<file path="src/rtl/theremin_sample_sequencer.sv">
// Per-frame audio sequencer for the theremin tone path: on each DACLRCK rise it fetches
// one generator sample at the current phase, writes it to both FIFO channels, then advances the phase.
module theremin_sample_sequencer #(
    parameter int unsigned         DATA_W      = 24,
    parameter int unsigned         PHASE_W     = 32,
    parameter logic [PHASE_W-1:0]  STEP_INIT   = 32'd1_000_000,
    parameter logic [PHASE_W-1:0]  STEP_DELTA  = 32'd10_000,
    parameter logic [PHASE_W-1:0]  STEP_MIN    = 32'd100_000,
    parameter logic [PHASE_W-1:0]  STEP_MAX    = 32'd50_000_000,
    parameter int unsigned         ACK_TIMEOUT = 255
) (
    input  logic               clk_clk,
    input  logic               reset_reset,
    input  logic               daclrc,
    input  logic [1:0]         freq_up_down,
    output logic               gen_req,
    output logic [PHASE_W-1:0] gen_phase,
    input  logic               gen_ack,
    input  logic [DATA_W-1:0]  gen_sample,
    output logic               fifo_wr,
    output logic               fifo_chan,
    output logic [DATA_W-1:0]  fifo_data,
    input  logic               fifo_full,
    output logic [PHASE_W-1:0] step,
    output logic [15:0]        drop_cnt,
    output logic               busy
);

    localparam int unsigned CNT_W  = $clog2(ACK_TIMEOUT + 1);
    localparam int unsigned STEP_W = PHASE_W + 1;

    typedef enum logic [1:0] {
        IDLE     = 2'd0,
        WAIT_ACK = 2'd1,
        WR_L     = 2'd2,
        WR_R     = 2'd3
    } state_t;

    state_t             state;
    logic [PHASE_W-1:0] phase;
    logic [CNT_W-1:0]   ack_cnt;
    logic               pending;
    logic [1:0]         drop_owed;

    logic [2:0]         lrc_sync;
    logic [1:0]         key_s1;
    logic [1:0]         key_s2;
    logic [1:0]         key_s3;

    logic               frame_edge;
    logic               key_up;
    logic               key_dn;
    logic               ack_timeout;
    logic               ev_proto;
    logic               ev_lost;
    logic [2:0]         drop_req;
    logic [STEP_W-1:0]  step_inc;
    logic [STEP_W-1:0]  step_dec;

    // Synchronizers for the asynchronous codec clock and keys, plus an edge-detect stage
    always_ff @(posedge clk_clk or posedge reset_reset) begin
        if (reset_reset) begin
            lrc_sync <= '0;
            key_s1   <= '0;
            key_s2   <= '0;
            key_s3   <= '0;
        end else begin
            lrc_sync <= {lrc_sync[1:0], daclrc};
            key_s1   <= freq_up_down;
            key_s2   <= key_s1;
            key_s3   <= key_s2;
        end
    end

    assign frame_edge = lrc_sync[1] & ~lrc_sync[2];
    assign key_up     = ~key_s2[0] & key_s3[0];
    assign key_dn     = ~key_s2[1] & key_s3[1];

    // Step arithmetic is one bit wider so clamping sees overflow/underflow instead of a wrap
    assign step_inc = {1'b0, step} + STEP_W'(STEP_DELTA);
    assign step_dec = {1'b0, step} - STEP_W'(STEP_DELTA);

    always_ff @(posedge clk_clk or posedge reset_reset) begin
        if (reset_reset) begin
            step <= STEP_INIT;
        end else if (key_up && !key_dn) begin
            step <= (step_inc > STEP_W'(STEP_MAX)) ? STEP_MAX : step_inc[PHASE_W-1:0];
        end else if (key_dn && !key_up) begin
            step <= (step_dec[PHASE_W] || step_dec < STEP_W'(STEP_MIN)) ? STEP_MIN
                                                                        : step_dec[PHASE_W-1:0];
        end
    end

    assign ack_timeout = (state == WAIT_ACK) && !gen_ack && (ack_cnt == CNT_W'(ACK_TIMEOUT - 1));
    assign ev_proto    = ack_timeout || (((state == WR_L) || (state == WR_R)) && fifo_full);
    assign ev_lost     = frame_edge && pending && (state != IDLE);

    // Coincident drop events are folded into an owed count and drained one per cycle
    always_comb begin
        drop_req = 3'(drop_owed) + 3'(ev_proto) + 3'(ev_lost);
    end

    always_ff @(posedge clk_clk or posedge reset_reset) begin
        if (reset_reset) begin
            drop_cnt  <= '0;
            drop_owed <= '0;
        end else if (drop_req != 3'd0) begin
            if (drop_cnt != 16'hFFFF) begin
                drop_cnt <= drop_cnt + 16'd1;
            end
            drop_owed <= 2'(drop_req - 3'd1);
        end
    end

    // Write strobe is gated by the live full flag so a full FIFO is never written
    assign fifo_wr = ((state == WR_L) || (state == WR_R)) && !fifo_full;

    // Frame sequencing FSM
    always_ff @(posedge clk_clk or posedge reset_reset) begin
        if (reset_reset) begin
            state     <= IDLE;
            gen_req   <= 1'b0;
            gen_phase <= '0;
            fifo_chan <= 1'b0;
            fifo_data <= '0;
            phase     <= '0;
            ack_cnt   <= '0;
            pending   <= 1'b0;
            busy      <= 1'b0;
        end else begin
            case (state)
                IDLE: begin
                    if (frame_edge || pending) begin
                        gen_phase <= phase;
                        gen_req   <= 1'b1;
                        ack_cnt   <= '0;
                        busy      <= 1'b1;
                        state     <= WAIT_ACK;
                    end
                end
                WAIT_ACK: begin
                    if (gen_ack) begin
                        fifo_data <= gen_sample;
                        fifo_chan <= 1'b0;
                        gen_req   <= 1'b0;
                        state     <= WR_L;
                    end else if (ack_timeout) begin
                        fifo_data <= '0;
                        fifo_chan <= 1'b0;
                        gen_req   <= 1'b0;
                        state     <= WR_L;
                    end else begin
                        ack_cnt <= ack_cnt + CNT_W'(1);
                    end
                end
                WR_L: begin
                    fifo_chan <= 1'b1;
                    state     <= WR_R;
                end
                WR_R: begin
                    phase <= phase + step;
                    busy  <= 1'b0;
                    state <= IDLE;
                end
                default: begin
                    gen_req <= 1'b0;
                    busy    <= 1'b0;
                    state   <= IDLE;
                end
            endcase

            // In IDLE a pending frame is consumed; an edge arriving alongside it stays pending
            if (state == IDLE) begin
                pending <= pending & frame_edge;
            end else if (frame_edge) begin
                pending <= 1'b1;
            end
        end
    end

endmodule

</file>
<file path="config.mk">
export PLATFORM = sky130hd
export DESIGN_NAME = theremin_sample_sequencer
export DESIGN_NICKNAME = d
export VERILOG_FILES = /design/src/rtl/theremin_sample_sequencer.sv
export SDC_FILE = /design/constraint.sdc
export NUM_CORES = 1
export LEC_CHECK = 0
export CAP_MARGIN = 0
export CORE_AREA = 4 4 143 145
export CTS_CLUSTER_SIZE = 28
export DETAILED_ROUTE_END_ITERATION = 10
export DIE_AREA = 0 0 147 149
export PLACE_DENSITY = 0.75
export SYNTH_ARGS = -nofsm -noshare
export SYNTH_HDL_FRONTEND = slang
export SYNTH_SLANG_ARGS = --single-unit
export TNS_END_PERCENT = 1
</file>
<file path="constraint.sdc">
create_clock -name clk_clk -period 4.7 [get_ports clk_clk]
set_clock_uncertainty 0.05 [all_clocks]
set_input_delay 0.47 -clock clk_clk [delete_from_list [all_inputs] [get_ports clk_clk]]
set_output_delay 0.47 -clock clk_clk [all_outputs]
set_load 0.005 [all_outputs]
</file>
==> results by stage, run 1 <==
Run status:
- The run finished with clean final reports.

STA:
- Summed over all failing endpoints, the final setup total negative slack is 0 ns.
- Setup violations remaining at the end of the flow were counted as 0.
- At the pin with the least slew margin, the transition time is 1.092 ns.
- The period utilization is 84.98%.
- The final worst slack is 0.7060 ns.
- The count of final max-slew check failures came to 0.
- The final count of hold timing violations was 0.
- Setup repair after global routing left no endpoint under its margin.
- The worst slew margin relative to its limit is 26.95%.
- Derived from the worst setup path, the maximum achievable clock frequency is 250.4 MHz.
- Subtracting the final worst setup slack from the clock period gives 3.994 ns.

Routing:
- The ratio of routed vias to standard cells is 5.800.
- The via count is 8120.
- After detailed routing, the number of remaining DRC violations is 0.
- The first TritonRoute pass finished after 5 iterations.
- Summed over all layers, the routed wires come to 24.02 mm.
- Dividing the detail-routed wire length by the instance count gives 17.16 um.
- The DRC violation total after the first TritonRoute iteration is 638.
- The number of nets with antenna violations after detailed routing is 0.

Critical path:
- On the worst path, the slowest cell contributes a delay of 0.69 ns.
- The maximum fanout encountered on the critical timing path is 14.
- The signal arrival time at the worst endpoint is 4.27 ns.
- Among cell families on the critical path, the largest total delay comes from compound AO/OA/AOI/OAI gates.
- The critical path class is reg2reg.
- The slowest stage cell on the critical path is dfrtp_1.
- The source of the critical timing path is step[4]$_DFFE_PP0P_.
- The worst path required time is 4.98 ns.
- Walking the worst path, the cells encountered are inv_1 > ha_1 > nor3b_2 > o21ai_1 > nand2_1 > xnor2_1 > o22ai_1 > a2111oi_4 > a21oi_1 > a21oi_1 > o32ai_1.
- STA classifies the critical path startpoint as a flop.
- The number of buffer and inverter stages on the critical path is 1.
- The most frequent cell on the critical path is a21oi_1.
- STA classifies the critical path endpoint as a flop.
- The startpoint identified for the worst register-to-register timing path is step[4]$_DFFE_PP0P_.

Min path:
- The startpoint of the most critical hold path is key_s1[0]$_DFF_PP0_.
- The worst hold-check path type is reg2reg.

Synth:
- The post-synthesis instance total is 1018.
- Yosys mapped the design onto 88 distinct sky130hd cell types.
- The total of warnings raised by yosys is 0.
- Summing the areas of all and, or, nand and nor instances in the mapped netlist gives 19.23% of the synthesized area.
- The number of flops mapped to enable cells by yosys is 0.
- The share of synthesized cell area in full adder, half adder and majority cells is 5.871%.
- Synthesis inferred 153 register bits.
- The synthesized netlist occupies a cell area of 9462 um^2.
- The portion of synthesized area spent on multiplexers is 5.871%.
- By count the netlist is led by 146 x dfrtp_1, 106 x nand2_1, 74 x nor2_1.
- The proportion of register bits with asynchronous set or reset after synthesis is 100.0%.
- Of the synthesized area, sequential elements account for 40.56%.
- The compound-cell area share of the yosys netlist is 18.39%.
- In this run the mean area of a mapped cell was 9.294 um^2.
- The most frequently used flop master after synthesis is dfrtp_1.
- By area the synthesized netlist is led by dfrtp_1 39%, ha_1 5.6%, mux2_2 5.2%.
- After Yosys synthesis, XOR and XNOR cells account for 5.276% of the synthesized area.
- Summed over its instances, the top area cell type makes up 38.61% of the synthesized netlist area.
- The most common cell in the netlist is dfrtp_1.
- By area, the combinational part of the netlist is dominated by simple AND/OR/NAND/NOR gates.
- Of all cell types, the one taking the most synthesized area is dfrtp_1.

Clock network:
- Counting the buffers created by CTS gives 17.
- The buffer levels on the longest clock path is 2.
- The register clock-pin slew on the reported worst setup and hold paths is 0.07 ns.
- Buffers inserted to repair hold after CTS numbered 0.
- The cell chosen for the clock root is clkbuf_16.
- The number of setup buffers added after CTS is 0.
- The later-pin clock latency in the skew report is 0.43 ns.
- The TritonCTS clock tree is built.
- The post-cts repair resize count is 0.
- The total clock sinks is 153.
- The H-tree was split into 4 levels.

GRT:
- Entering global routing, the biggest net connects 93 pins.
- The global router's overall resource usage is 22.01%.
- Global routing consumed, on the met1 layer, 30.85% of the routing resources.
- For met3 alone, demand over resource in global routing was 4.163%.
- The global-route wire length before repair is 39.69 mm.
- The layer carrying the most global-route usage is met2.
- The remaining global-route overflow is 0.
- The number of antenna violations at the first check in global routing is 0.
- The number of global-route vias before repair is 7656.
- The global routing met2 resource utilization is 35.03%.

Run:
- The count of maximum capacitance violations is 0.

Placed design:
- Before CTS, the worst setup slack after placement is 0.8413 ns.
- The final weighted congestion in routability-driven placement is 0.9113.
- The count of port buffers added during placement is 132.
- Once detailed placement completed, the half-perimeter wirelength came to 16.91 mm.

Floorplanning:
- The width of the chip is 147 um.
- The top-level I/O count is 139.
- The y dimension of the die is 149 um.
- The area of the die is 21900 um^2.
- The effective utilization at floorplan is 49.26%.
- The standard cell core area is 19210 um^2.
- The cell row count is 51.

Cells and area:
- The final layout net count is 1196.
- The fill cell total of the finished layout is 1618.
- The share of final-layout standard cells stronger than drive strength 1 is 10.84%.
- The repair_antennas step left the layout with diodes totalling 0.
- The area growth from synthesis to layout is 21.65%.

Power:
- The analysis attributes to cell leakage a power of 4.755 nW.
- The peak ir drop on the vdd network is 0.3087 mV.
- The power density over the cells is 680.5 nW/um^2.
-- metal layers --
| layer | share of wire (%) | up-vias |
|---|---|---|
| li1 | - | 3902 |
| met1 | 45 | 3858 |
| met2 | 46 | 319 |
| met3 | 7.0 | 41 |
| met4 | 2.0 | 0 |
| met5 | 0 | - |
-- area by class of cell --
class | instances | area, um^2 | share of cell area [%]
Inverter | 40 | 155.1 | 1.348
Clock inverter | 15 | 165.2 | 1.435
Multi-Input combinational cell | 771 | 5221 | 45.36
Timing Repair Buffer | 139 | 1374 | 11.94
Tap cell | 265 | 331.6 | 2.881
Sequential cell | 153 | 3837 | 33.34
Clock buffer | 17 | 425.4 | 3.696
-- cells by family after synthesis --
kind of cell,after synthesis
multiplexers,50
AND/OR/NAND/NOR,349
AO/OA/AOI/OAI,263
other,1
buffers and inverters,101
XOR/XNOR,57
adder cells (fa/ha/maj),44
flip-flops,153
-- through the flow --
step	hold slack [ns]	total power [mW]	util (%)	instance area (um^2)	std cells
floorplan	0.2812	5.062	-	9488	1025
detailed placement	0.2879	6.440	56.85	10920	1368
global placement	0.2845	6.328	56.85	10920	1368
CTS	0.3036	7.845	59.92	11510	1400
finish	0.3027	7.833	59.92	11510	1400
global route	0.3166	8.446	59.92	11510	1400
-- final timing paths --
kind	slack, ns	to	depth (start not counted)
setup / recovery	0.71	step[14]$_DFFE_PP1P_	11
hold / removal	0.30	key_s2[0]$_DFF_PP0_	0
setup reg to reg	0.71	step[14]$_DFFE_PP1P_	11
hold reg to reg	0.30	key_s2[0]$_DFF_PP0_	0
max in group asynchronous	3.09	step[14]$_DFFE_PP1P_	3
min in group asynchronous	0.52	drop_cnt[5]$_DFFE_PP0P_	2
-- power by group --
part	switching, mW	internal, mW
Sequential	0.678	1.86
Clock	0.619	0.750
Combinational	1.92	2.01
-- flip-flops by register name, summed over array words and instances, names as in the netlist --
name       flops
busy           1
fifo_chan      1
gen_phase     30
key_s2         2
pending        1
gen_req        1
lrc_sync       3
ack_cnt        8
step          28
key_s1         2
fifo_data     24
drop_owed      2
state          2
drop_cnt      16
key_s3         2
phase         30
-- layout by cell type, fill, tap and decap left out, types with 8 or more instances in the layout --
cell	synthesis	layout
xor2_1	14	14
nand4_1	19	19
nand2_1	106	106
ha_1	42	42
o21ai_0	70	70
dfrtp_1	146	146
o211ai_1	8	8
nor4_1	9	9
clkdlybuf4s50_1	0	132
a21o_1	25	25
a21oi_1	62	62
nand2b_1	10	10
conb_1	1	8
nand3_1	36	36
xnor2_1	43	43
or3_1	13	13
nor3_1	25	24
o22ai_1	10	10
inv_1	40	39
nor2_1	74	74
clkbuf_16	0	17
mux2_2	44	44
a31oi_1	9	9
Note: power is estimated with default switching activity, not from simulation.
==> inputs of run 2 (changes only) <==
Settings changed: CORE_AREA 4 4 143 145 to 4 4 137 139, DIE_AREA 0 0 147 149 to 0 0 141 143, PLACE_DENSITY 0.75 to 0.78.
Clock period 4.7 ns to 4.1 ns, I/O delays scaled along.
==> run 2 against run 1 <==
- critical path depth unchanged
- cell count down 1.9%
- clock-buffer cell count up 1
- combinational power up 19%
- routed wire length down 2.2%
- die area down 7.9%
- first-iteration DRC count up 12%
- sequential share of layout area down 0.24 points
- non-clock buffer count up 10
- clock power up 20%
- global-route usage up 1.6 points
- utilization up 5.7 points
- largest cell class unchanged
==> results by stage, run 2 (synthesis gave the netlist of run 1 again) <==
STA:
- The number of setup violations in the final report was 0 (unchanged).
- The period utilization is 89.28% (was 84.98%).
- The fmax is 273.2 MHz (was 250.4 MHz).
- The final count of hold timing violations is 0 (unchanged).
- The shortest clock period the worst path allows after layout is 3.661 ns (was 3.994 ns).
- The count of final max-slew check failures is 0 (unchanged).
- The aggregate negative setup slack is 0 ns (unchanged).
- RSZ-0062 raised after global routing: no (unchanged).
- The final worst slack is 0.4395 ns (was 0.7060 ns).
- The transition time at the pin with the least slew margin came to 1.064 ns (was 1.092 ns).
- The worst slew margin relative to its limit is 28.83% (was 26.95%).

Placed design:
- The final weighted congestion in routability-driven placement came to 0.9422 (was 0.9113).
- The detailed placer's ending HPWL is 16.88 mm (was 16.91 mm).
- The post-placement setup slack is 0.4816 ns (was 0.8413 ns).
- The count of port buffers added during placement is 132 (unchanged).

Floorplanning:
- The y dimension of the die came to 143 um (was 149 um).
- The effective utilization at floorplan came to 53.59% (was 49.26%).
- The width of the chip is 141 um (was 147 um).
- The area of the die is 20160 um^2 (was 21900 um^2).
- The standard cell core area is 17660 um^2 (was 19210 um^2).
- The cell row count is 49 (was 51).
- The top-level I/O count was 139 (unchanged).

Critical path:
- The critical path class was reg2reg (unchanged).
- The worst path required time was 4.37 ns (was 4.98 ns).
- The category of the worst setup path capture point is a flop (unchanged).
- The kind of start point of the critical path is a flop (unchanged).
- The source of the critical timing path is step[4]$_DFFE_PP0P_ (unchanged).
- The setup slack on the worst flop-to-flop path is 0.44 ns (was 0.71 ns).
- The count of cells along the worst register-to-register path is 11 (unchanged).
- The maximum fanout encountered on the critical timing path is 11 (was 14).
- The signal arrival time at the worst endpoint is 3.93 ns (was 4.27 ns).
- The startpoint of the lowest-slack register-to-register path is step[4]$_DFFE_PP0P_ (unchanged).
- The end of the worst register-to-register path is step[12]$_DFFE_PP0P_ (was step[14]$_DFFE_PP1P_).

Clock network:
- The total number of H-tree levels is 4 (unchanged).
- The total clock sinks is 153 (unchanged).
- The TritonCTS clock tree is built (unchanged).
- The post-cts repair resize count was 0 (unchanged).
- The number of hold-repair buffers added at the cts stage was 0 (unchanged).
- The clock buffer count from CTS is 17 (unchanged).
- The cell chosen for the clock root is clkbuf_16 (unchanged).
- The buffer levels on the longest clock path is 2 (unchanged).
- The number of setup buffers added after CTS is 0 (unchanged).
- The register clock-pin slew on the reported worst setup and hold paths was 0.07 ns (about the same).
- The later-pin clock latency in the skew report is 0.43 ns (about the same).

Routing:
- The per-cell routed wire length is 17.10 um (was 17.16 um).
- The detailed-router iteration count before antenna repair was 6 (was 5).
- The via count is 8173 (was 8120).
- The ratio of routed vias to standard cells is 5.948 (was 5.800).
- The DRC violations left is 0 (unchanged).
- The DRC violation total after the first TritonRoute iteration was 714 (was 638).
- The aggregate routed wire length came to 23.50 mm (was 24.02 mm).
- The number of nets with antenna violations after detailed routing is 0 (unchanged).

Cells and area:
- Most frequent cells in the layout: 146 x dfrtp_1, 132 x clkdlybuf4s50_1, 106 x nand2_1 (unchanged).
- Registers with the most flip-flops: gen_phase: 30 flops, phase: 30 flops, step: 28 flops (unchanged).
- The number of antenna repair diodes is 0 (unchanged).
- The final layout net count came to 1206 (was 1196).
- The share of final-layout standard cells stronger than drive strength 1 is 11.62% (was 10.84%).
- The most common cell after layout, fill and taps aside is dfrtp_1 (unchanged).
- The signed area change from the synthesized netlist to the final layout is 22.52% (was 21.65%).

Run:
- The count of maximum capacitance violations is 0 (unchanged).

Min path:
- The worst hold-check path type is reg2reg (unchanged).
- The startpoint of the most critical hold path is lrc_sync[0]$_DFF_PP0_ (was key_s1[0]$_DFF_PP0_).
- The depth of the worst hold-timing path was 0 (unchanged).
- The endpoint of the worst hold-timing path is lrc_sync[1]$_DFF_PP0_ (was key_s2[0]$_DFF_PP0_).

GRT:
- The global-route wire length before repair is 39.09 mm (was 39.69 mm).
- The remaining global-route overflow is 0 (unchanged).
- The global router's overall resource usage was 23.63% (was 22.01%).
- The maximum number of pins on one net before global-route repair is 59 (was 93).
- The number of antenna violations at the first check in global routing is 0 (unchanged).
- The number of global-route vias before repair is 7777 (was 7656).

Power:
- The peak ir drop on the vdd network is 0.3477 mV (was 0.3087 mV).
- The standby leakage power is 4.825 nW (was 4.755 nW).
- The power density over the cells is 786.4 nW/um^2 (was 680.5 nW/um^2).

Run status:
- Run status: finished, final reports clean (unchanged).
==> run 2: cell count changes in the layout (fill, tap and decap cells not counted), sizes merged <==
| cell | delta |
|---|---|
| clkinv | -3 |
| buf | +10 |
| clkbuf | +1 |
| inv | +1 |
| bufinv | +1 |
==> run 2: how the worst max path moves through the flow <==
stage                                     endpoint  slack [ns]  cells after the start
after global routing         phase[26]$_DFFE_PP0P_        0.12                     10
after detailed placement      step[12]$_DFFE_PP0P_        0.48                     11
after floorplan           drop_cnt[15]$_DFFE_PP0P_        0.39                     19
final                         step[12]$_DFFE_PP0P_        0.44                     11
after global placement    drop_cnt[15]$_DFFE_PP0P_        0.54                     16
after CTS                     step[12]$_DFFE_PP0P_        0.47                     11
==> run 2: power by group <==
group | internal, mW | switching (mW) | total [mW] | leakage [nW]
sequential | 2.14 | 0.686 | 2.82 | 1.86
combinational | 2.35 | 2.31 | 4.66 | 2.67
clock | 0.941 | 0.695 | 1.64 | 0.298
==> run 2: layout make-up <==
cell class / instances / area, um^2
Multi-Input combinational cell: 771 / 5221
Clock inverter: 14 / 180.2
Clock buffer: 18 / 439.2
Fill cell: 1387 / 6065
Inverter: 40 / 153.9
Tap cell: 229 / 286.5
Timing Repair Buffer: 149 / 1474
Sequential cell: 153 / 3837
==> run 2: through the flow <==
step / hold slack (ns) / utilization, % / instance area (um^2) / power [mW] / std cells
2_1_floorplan: 0.2812 / - / 9492 / 5.803 / 1025
3_3_place_gp: 0.2855 / 62.15 / 10970 / 7.303 / 1342
3_5_place_dp: 0.2864 / 62.15 / 10970 / 7.439 / 1342
4_1_cts: 0.3077 / 65.65 / 11590 / 9.133 / 1374
5_1_grt: 0.3206 / 65.65 / 11590 / 9.833 / 1374
6_report: 0.3039 / 65.65 / 11590 / 9.116 / 1374
==> run 2: routing by layer <==
| metal | wire [um] | part of all wire, % | track usage (%) |
|---|---|---|---|
| met1 | 10540 | 45 | 33.25 |
| met2 | 10850 | 46 | 37.27 |
| met3 | 1697 | 7.2 | 4.622 |
| met4 | 407 | 1.7 | 7.241 |
| met5 | 0 | 0 | 0 |
==> run 2: critical path, stage by stage (launching register included) <==
cell and delay, ns:
dfrtp_1 0.38, inv_1 0.09, ha_1 0.26, nor3b_2 0.42, o21ai_1 0.27, a211oi_1 0.43, xnor2_1 0.16, nand4_1 0.15
a2111oi_4 0.39, a211oi_2 0.19, and2_1 0.36, a221o_1 0.40
==> inputs of run 3 (changes only) <==
Settings changed: ABC_CLOCK_PERIOD_IN_PS set to 4100.
==> results of run 3 <==
The final DEF is identical to that of run 2; final timing and power are the same.
